===== src/rtl/stream_demux_pkg.sv =====
// Shared types and constants for the 1-to-4 stream demultiplexer.
package stream_demux_pkg;

  // Channel count is fixed; the select width follows from it.
  localparam int N_OUT = 4;
  localparam int SEL_W = 2;

  // IDLE samples the select on the next beat; LOCKED reuses the stored route.
  typedef enum logic {
    IDLE,
    LOCKED
  } demux_state_t;

  // One-hot decode of a channel select.
  function automatic logic [N_OUT-1:0] sel_onehot(input logic [SEL_W-1:0] sel);
    logic [N_OUT-1:0] onehot;
    onehot = '0;
    onehot[sel] = 1'b1;
    return onehot;
  endfunction

endpackage : stream_demux_pkg


===== src/rtl/demux_out_slot.sv =====
// Single-entry output register slot for one demux channel.
// A load always wins over a drain, so a full slot can be refilled
// on the same cycle its consumer takes the current beat.
module demux_out_slot #(
  parameter int DATA_W = 8
) (
  input  logic              clk,
  input  logic              rst_n,
  input  logic              load,
  input  logic [DATA_W-1:0] in_data,
  input  logic              in_last,
  input  logic              ready,
  output logic              valid,
  output logic [DATA_W-1:0] data,
  output logic              last
);

  logic              valid_q, valid_d;
  logic [DATA_W-1:0] data_q,  data_d;
  logic              last_q,  last_d;

  // Next-state: load replaces contents, otherwise a taken beat empties the slot.
  always_comb begin
    valid_d = valid_q;
    data_d  = data_q;
    last_d  = last_q;
    if (load) begin
      valid_d = 1'b1;
      data_d  = in_data;
      last_d  = in_last;
    end else if (ready) begin
      valid_d = 1'b0;
    end
  end

  // Slot register with synchronous active-low clear.
  always_ff @(posedge clk) begin
    if (!rst_n) begin
      valid_q <= 1'b0;
      data_q  <= '0;
      last_q  <= 1'b0;
    end else begin
      valid_q <= valid_d;
      data_q  <= data_d;
      last_q  <= last_d;
    end
  end

  assign valid = valid_q;
  assign data  = data_q;
  assign last  = last_q;

endmodule : demux_out_slot


===== src/rtl/stream_demux_1to4.sv =====
// Registered 1-to-4 valid/ready stream demultiplexer.
// The destination is sampled on the first beat of a packet and held until
// the last beat; each channel owns an independent one-entry output slot so a
// stalled consumer only blocks beats that are routed to it.
module stream_demux_1to4
  import stream_demux_pkg::*;
#(
  parameter int DATA_W = 8
) (
  input  logic              clk,
  input  logic              rst_n,
  input  logic              s_valid,
  output logic              s_ready,
  input  logic [DATA_W-1:0] s_data,
  input  logic              s_last,
  input  logic [SEL_W-1:0]  s_sel,
  output logic [N_OUT-1:0]  m_valid,
  input  logic [N_OUT-1:0]  m_ready,
  output logic [DATA_W-1:0] m_data [N_OUT],
  output logic [N_OUT-1:0]  m_last,
  output logic              busy
);

  demux_state_t      state_q, state_d;
  logic [SEL_W-1:0]  route_q, route_d;
  logic [SEL_W-1:0]  target;
  logic              accept;
  logic [N_OUT-1:0]  load;

  // Destination of the current beat: live select in IDLE, stored route mid-packet.
  always_comb begin
    target = s_sel;
    if (state_q == LOCKED) begin
      target = route_q;
    end
  end

  // Accept whenever the target slot is empty or is being drained this cycle.
  assign s_ready = ~m_valid[target] | m_ready[target];
  assign accept  = s_valid & s_ready;

  // Steer an accepted beat into exactly one slot.
  always_comb begin
    load = '0;
    if (accept) begin
      load = sel_onehot(target);
    end
  end

  // Packet-lock FSM: capture the route on a first beat, release on the last.
  always_comb begin
    state_d = state_q;
    route_d = route_q;
    case (state_q)
      IDLE: begin
        if (accept) begin
          route_d = s_sel;
          if (!s_last) begin
            state_d = LOCKED;
          end
        end
      end
      LOCKED: begin
        if (accept && s_last) begin
          state_d = IDLE;
        end
      end
      default: begin
        state_d = IDLE;
      end
    endcase
  end

  // FSM state and stored route registers.
  always_ff @(posedge clk) begin
    if (!rst_n) begin
      state_q <= IDLE;
      route_q <= '0;
    end else begin
      state_q <= state_d;
      route_q <= route_d;
    end
  end

  assign busy = (state_q == LOCKED);

  for (genvar g = 0; g < N_OUT; g++) begin : g_slot
    demux_out_slot #(
      .DATA_W(DATA_W)
    ) u_slot (
      .clk    (clk),
      .rst_n  (rst_n),
      .load   (load[g]),
      .in_data(s_data),
      .in_last(s_last),
      .ready  (m_ready[g]),
      .valid  (m_valid[g]),
      .data   (m_data[g]),
      .last   (m_last[g])
    );
  end

endmodule : stream_demux_1to4


===== config.mk =====
export PLATFORM = sky130hd
export DESIGN_NAME = stream_demux_1to4
export DESIGN_NICKNAME = d
export VERILOG_FILES = /design/src/rtl/stream_demux_pkg.sv /design/src/rtl/demux_out_slot.sv /design/src/rtl/stream_demux_1to4.sv
export SDC_FILE = /design/constraint.sdc
export NUM_CORES = 1
export LEC_CHECK = 0
export ABC_AREA = 1
export BUFFER_PORTS_ARGS = -buffer_cell sky130_fd_sc_hd__clkbuf_2
export CAP_MARGIN = 20
export CORE_ASPECT_RATIO = 2
export CORE_MARGIN = 2
export CORE_UTILIZATION = 36
export CTS_BUF_LIST = sky130_fd_sc_hd__clkbuf_8
export DETAILED_ROUTE_END_ITERATION = 10
export SLEW_MARGIN = 20
export SYNTH_ARGS = -nofsm -noshare
export SYNTH_HDL_FRONTEND = slang
export SYNTH_SLANG_ARGS = --single-unit

===== constraint.sdc =====
create_clock -name clk -period 4.84 [get_ports clk]
set_input_delay 0.968 -clock clk [delete_from_list [all_inputs] [get_ports clk]]
set_output_delay 0.968 -clock clk [all_outputs]
set_load 0.005 [all_outputs]

==> results.sh, run 1 <==
export IMPL_worstMarginPinSlew_ns=0.7658
export IMPL_achievable_frequency_ghz=0.3575
export IMPL_grt_start_max_net_pins=37
export IMPL_mostFrequentLayoutCell="nand2_1"
export IMPL_setup_worst_path_start_class="input port"
export IMPL_layout_area_seq_um2=860.8
export IMPL_power_combinational_fraction_pct=19.2
export IMPL_final_core_util_pct=43.76
export IMPL_min_to="g_slot[2].u_slot.valid$_SDFFE_PN0P_"
export IMPL_clock_sink_count=43
export IMPL_hold_path_class="flip-flop to flip-flop"
export IMPL_hold_violations=0
export IMPL_final_antenna_diode_count=0
export IMPL_core_footprint_mm2=0.005373
export IMPL_postRouteAntennaNets=0
export IMPL_outcome="finished clean"
export IMPL_dp_slack_ns=2.041
export IMPL_fillerInstances=606
export IMPL_finalClockSkew_ns=0.003492
export IMPL_synth_lib_cells_used_distinct=18
export IMPL_timing_max_slew_rel_slack_pct=48.95
export IMPL_synthesis_yosys_warnings=0
export IMPL_power_share_clock_pct=30.5
export IMPL_multi_input_area_um2=839.6
export IMPL_power_per_cell_area_mw_per_mm2=340.1
export IMPL_vias_per_cell=4.343
export IMPL_drt_wirelength_per_cell_um=11.27
export IMPL_cts_max_level=2
export IMPL_post_cts_setup_buffers=0
export IMPL_tritoncts="done"
export IMPL_sw_frac_of_total_pct=28.52
export IMPL_synth_fp_nets=329
export IMPL_instance_count_after_placement_with_tap_cells_included=412
export IMPL_drt_first_pass_iters=6
export IMPL_worst_r2r_endpoint="g_slot[1].u_slot.data[3]$_SDFFE_PN0P_"
export IMPL_final_max_slew_violation_count=0
export IMPL_cts_path_max_buffers=2
export IMPL_holdBufCountCts=0
export IMPL_drive_above_1_share_pct=21.67
export IMPL_peak_supply_drop_mv=0.2332
export IMPL_syn_avg_cell_area_um2=6.429
export IMPL_p_leak_nw=1.373
export IMPL_drt_total_wl_um=4733
export IMPL_p_sw_mw=0.2280
export IMPL_hpwl_um=3510
export IMPL_grt_antenna_before_repair=0
export IMPL_path_clk_slew_ns=0.07
export IMPL_die_height_um=109.4
export IMPL_min_delay_path_depth=2
export IMPL_vias=1824
export IMPL_worstSetupStartpoint="s_sel[0]"
export IMPL_remaining_drc_errors=0
export IMPL_grt_pass1_wl_um=7990
export IMPL_number_of_standard_cells_in_the_final_layout_excluding_fillers=420
export IMPL_rsz_0062_raised_after_global_routing="no"
export IMPL_post_route_period_util_pct=57.79
export IMPL_ios=60
export IMPL_die_area_mm2=0.006202
export IMPL_place_gp_congestion=0.7686
export IMPL_grt_pass1_vias=1696
export IMPL_globalRouteOverflowTotal=0
export IMPL_pint_mw=0.5715
export IMPL_nets=377
export IMPL_count_of_final_setup_violators=0
export IMPL_areaGrowthSynthToFinish_pct=17.58
export IMPL_min_delay_start="g_slot[2].u_slot.valid$_SDFFE_PN0P_"
export IMPL_share_of_total_power_in_sequential_cells_pct=50.3
export IMPL_syn_instance_count=311
export IMPL_cts_repair_resizes=0
export IMPL_cts_root_buffer="clkbuf_8"
export IMPL_worst_r2r_cell_count=11
export IMPL_synthesis_area_mm2=0.001999
export IMPL_minimum_clock_period_ns=2.797
export IMPL_cap_viol_max_count=0
export IMPL_io_buf_count=59
export IMPL_timing_critical_path_required_ns=3.87
export IMPL_most_frequent_cells_in_the_layout="100 x nand2_1, 75 x nor2_1, 59 x clkbuf_2, 48 x inv_1, 43 x dfxtp_1"
export IMPL_worstSetupPathType="input port to primary output"
export IMPL_critical_path_max_fanout=13
export IMPL_groute_usage_overall_pct=16.67
export IMPL_critPathCaptureType="primary output"
export IMPL_drt_initial_drc_count=94
export IMPL_timing_reg2reg_setup_slack_ns=2.98
export IMPL_total_negative_slack_for_setup_checks_ns=0
export IMPL_numCtsBuffers=5
export IMPL_clk_latency_ns=0.29
export IMPL_worst_endpoint_arrival_ns=1.83
export IMPL_initial_core_util_pct=37.21
export IMPL_rows=38
export IMPL_ys_seq_elements=43
export IMPL_setup_slack_ns=2.043
export IMPL_die_x_um=56.70
export IMPL_ys_seq_area_share_pct=43.05
-- Yosys cell counts (all sizes together) --
library cell	number	area, um2
a21oi	5	25.02
nand3	10	77.58
inv	48	180.2
buf	16	111.4
dfxtp	43	860.8
nor2	77	294.0
nand2	105	411.6
nand4	5	31.28
clkbuf	2	7.510
-- sequential cells by signal (all words and copies together), names as in the netlist, named ones only --
signal	flops
g_slot.u_slot.data	32
g_slot.u_slot.last	4
g_slot.u_slot.valid	4
route_q	2
-- worst max-delay path, cell delays in order --
cell and delay, ns:
clkbuf_2 0.09, inv_1 0.04, nand2_1 0.07, nand2_2 0.09, nand3_1 0.08, nand2_1 0.07
nor2_2 0.14, nand2_4 0.13, clkbuf_2 0.14
-- per-stage QoR --
step	total power [mW]	cell area (um2)	hold slack [ns]
after floorplan	0.5157	1999	0.4567
after global placement	0.5647	2251	0.4802
after detailed placement	0.5672	2251	0.4838
after CTS	0.8156	2351	0.4951
after global routing	0.8626	2351	0.5170
final	0.7995	2351	0.4931
-- per-layer routing --
layer / global-route usage [%] / up-vias / wire length [um]
li1: - / 992 / -
met1: 18.14 / 786 / 1780
met2: 31.15 / 38 / 2698
met3: 2.588 / 8 / 171
met4: 7.143 / 0 / 82
met5: 0 / - / 0
-- power groups by stage --
stage	sequential, mW	combinational (mW)	clock (mW)
2_1_floorplan	0.410	0.106	0
3_3_place_gp	0.410	0.154	0
3_5_place_dp	0.411	0.156	0
4_1_cts	0.403	0.157	0.256
5_1_grt	0.406	0.181	0.275
6_report	0.402	0.153	0.244
-- how the worst max path moves through the flow --
stage	end	depth (start not counted)
after floorplan	s_ready	8
after global placement	s_ready	9
after detailed placement	s_ready	9
after CTS	s_ready	9
after global routing	s_ready	10
final	s_ready	9
-- cell type report --
class	instances	area share, %
sequential	43	36.62
multi-input combinational	202	35.71
timing repair buffer	59	12.56
inverter	48	7.664
clock buffer	7	4.098
tap	60	3.193
clock inverter	1	0.1597
-- cell families (layout without fill, tap and decap cells) --
family / Yosys count / after routing / synth area share (%)
buffers and inverters: 66 / 115 / 14.96
DFF: 43 / 43 / 43.05
and+or+nand+nor: 197 / 197 / 40.74
AOI/OAI and AO/OA: 5 / 5 / 1.251
Note: power is estimated with default switching activity, not from simulation.
==> run 2: changes to the inputs <==
Clock period 4.84 ns to 2.8 ns, I/O delays scaled along.
==> run 2 against run 1 <==
Combinational power grew 75%. Sequential power grew 73%. Non-clock buffer count grew 1. Sequential share of layout area grew 0.31 points. Critical path depth shrank 1. Total power grew 64%. Worst hold slack lost 0.0071 ns. Final cell count shrank 0.24%. Via count grew 0.60%. Flip-flop and latch count is the same. Critical path type is now flip-flop to primary output. Critical endpoint unchanged.
==> results.sh, run 2 (synthesis gave the netlist of run 1 again) <==
export IMPL_critical_path_max_fanout=13
export IMPL_worstSetupPathType="flip-flop to primary output"
export IMPL_initial_core_util_pct=37.21
export IMPL_worstMarginPinSlew_ns=0.4022
export IMPL_dpl_cell_area_mm2=0.002258
export IMPL_postRouteAntennaNets=0
export IMPL_vias=1835
export IMPL_drive_above_1_share_pct=21.45
export IMPL_total_negative_slack_for_setup_checks_ns=0
export IMPL_hpwl_um=3456
export IMPL_drt_total_wl_um=4640
export IMPL_path_cells="inv_2 > nand2_1 > nand2_2 > nand3_1 > nand2_1 > nor2_2 > nand2_4 > clkbuf_2"
export IMPL_drt_wirelength_per_cell_um=11.07
export IMPL_final_antenna_diode_count=0
export IMPL_cts_repair_resizes=0
export IMPL_cts_max_level=2
export IMPL_peak_supply_drop_mv=0.3750
export IMPL_achievable_frequency_ghz=0.4612
export IMPL_setup_slack_ns=0.6315
export IMPL_areaGrowthSynthToFinish_pct=16.58
export IMPL_instance_count_after_placement_with_tap_cells_included=413
export IMPL_final_max_slew_violation_count=0
export IMPL_rows=38
export IMPL_remaining_drc_errors=0
export IMPL_grt_pass1_wl_um=7438
export IMPL_die_height_um=109.4
export IMPL_place_gp_congestion=0.7649
export IMPL_hold_path_class="flip-flop to flip-flop"
export IMPL_drt_initial_drc_count=102
export IMPL_grt_antenna_before_repair=0
export IMPL_most_frequent_cells_in_the_layout="100 x nand2_1, 75 x nor2_1, 59 x clkbuf_2, 48 x inv_1, 43 x dfxtp_1"
export IMPL_outcome="finished clean"
export IMPL_grt_start_max_net_pins=37
export IMPL_rsz_0062_raised_after_global_routing="no"
export IMPL_largest_register_ff_count=32
export IMPL_holdBufCountCts=0
export IMPL_cell_at_the_slowest_stage_of_the_critical_path="dfxtp_1"
export IMPL_nets=378
export IMPL_worst_path_most_repeated_cell="nand2_1"
export IMPL_die_x_um=56.70
export IMPL_mostFrequentLayoutCell="nand2_1"
export IMPL_cts_root_buffer="clkbuf_8"
export IMPL_p_leak_nw=1.364
export IMPL_clk_latency_ns=0.29
export IMPL_tritoncts="done"
export IMPL_timing_reg2reg_setup_slack_ns=0.95
export IMPL_grt_pass1_vias=1595
export IMPL_drt_first_pass_iters=4
export IMPL_core_footprint_mm2=0.005373
export IMPL_io_buf_count=59
export IMPL_groute_usage_overall_pct=15.73
export IMPL_path_clk_slew_ns=0.07
export IMPL_die_area_mm2=0.006202
export IMPL_worst_endpoint_arrival_ns=1.61
export IMPL_totalPowerFinal_mw=1.314
export IMPL_crit_path_max_incr_delay_ns=0.46
export IMPL_timing_max_slew_rel_slack_pct=73.19
export IMPL_minimum_clock_period_ns=2.168
export IMPL_vias_per_cell=4.379
export IMPL_numCtsBuffers=5
export IMPL_timing_critical_path_required_ns=2.24
export IMPL_finalClockSkew_ns=0.004756
export IMPL_setup_worst_path_start_class="flip-flop"
export IMPL_globalRouteOverflowTotal=0
export IMPL_critPathCaptureType="primary output"
export IMPL_number_of_standard_cells_in_the_final_layout_excluding_fillers=419
export IMPL_ios=60
export IMPL_dp_slack_ns=0.7960
export IMPL_design_area_mm2=0.002331
export IMPL_post_route_period_util_pct=77.44
export IMPL_clock_sink_count=43
export IMPL_final_core_util_pct=43.39
export IMPL_cts_path_max_buffers=2
export IMPL_power_per_cell_area_mw_per_mm2=563.6
export IMPL_hold_violations=0
export IMPL_cap_viol_max_count=0
export IMPL_count_of_final_setup_violators=0
export IMPL_post_cts_setup_buffers=0
export IMPL_holdWs_ns=0.4860
-- run 2: cell types whose count changed in the layout (fill, tap and decap cells not counted) --
cell | previous run | this run
clkbuf_8 | 7 | 5
buf_4 | 0 | 1
-- run 2: worst paths after layout --
kind,endpoint,cells past startpoint,start
worst max-delay path,s_ready,8,flip-flop
worst min-delay path,g_slot[3].u_slot.valid$_SDFFE_PN0P_,2,g_slot[3].u_slot.valid$_SDFFE_PN0P_
worst max register to register,g_slot[0].u_slot.data[2]$_SDFFE_PN0P_,11,flip-flop
worst min register to register,g_slot[3].u_slot.valid$_SDFFE_PN0P_,2,g_slot[3].u_slot.valid$_SDFFE_PN0P_
-- run 2: area by class of cell --
class	instances	area, um2
clock inverter	1	3.754
tap	60	75.07
multi-input combinational	202	839.6
clock buffer	5	68.82
fill	589	3042
sequential	43	860.8
timing repair buffer	60	302.8
inverter	48	180.2
-- run 2: routing by layer --
layer,vias up,wire (um),GRT usage (%)
met5,-,0,0
met4,0,73,6.633
met3,6,245,3.882
met2,44,2628,29.40
met1,793,1692,16.24
li1,992,-,-
-- run 2: critical path, delay by kind of cell (launching register included) --
kind                   cells  cell delay [ns]
buffers and inverters      2             0.24
DFF                        1             0.46
and+or+nand+nor            6             0.61
-- run 2: where the power goes --
group          internal, mW  switching (mW)  total (mW)
Combinational         0.103           0.164       0.267
Clock                 0.163           0.190       0.353
Sequential            0.665          0.0293       0.694
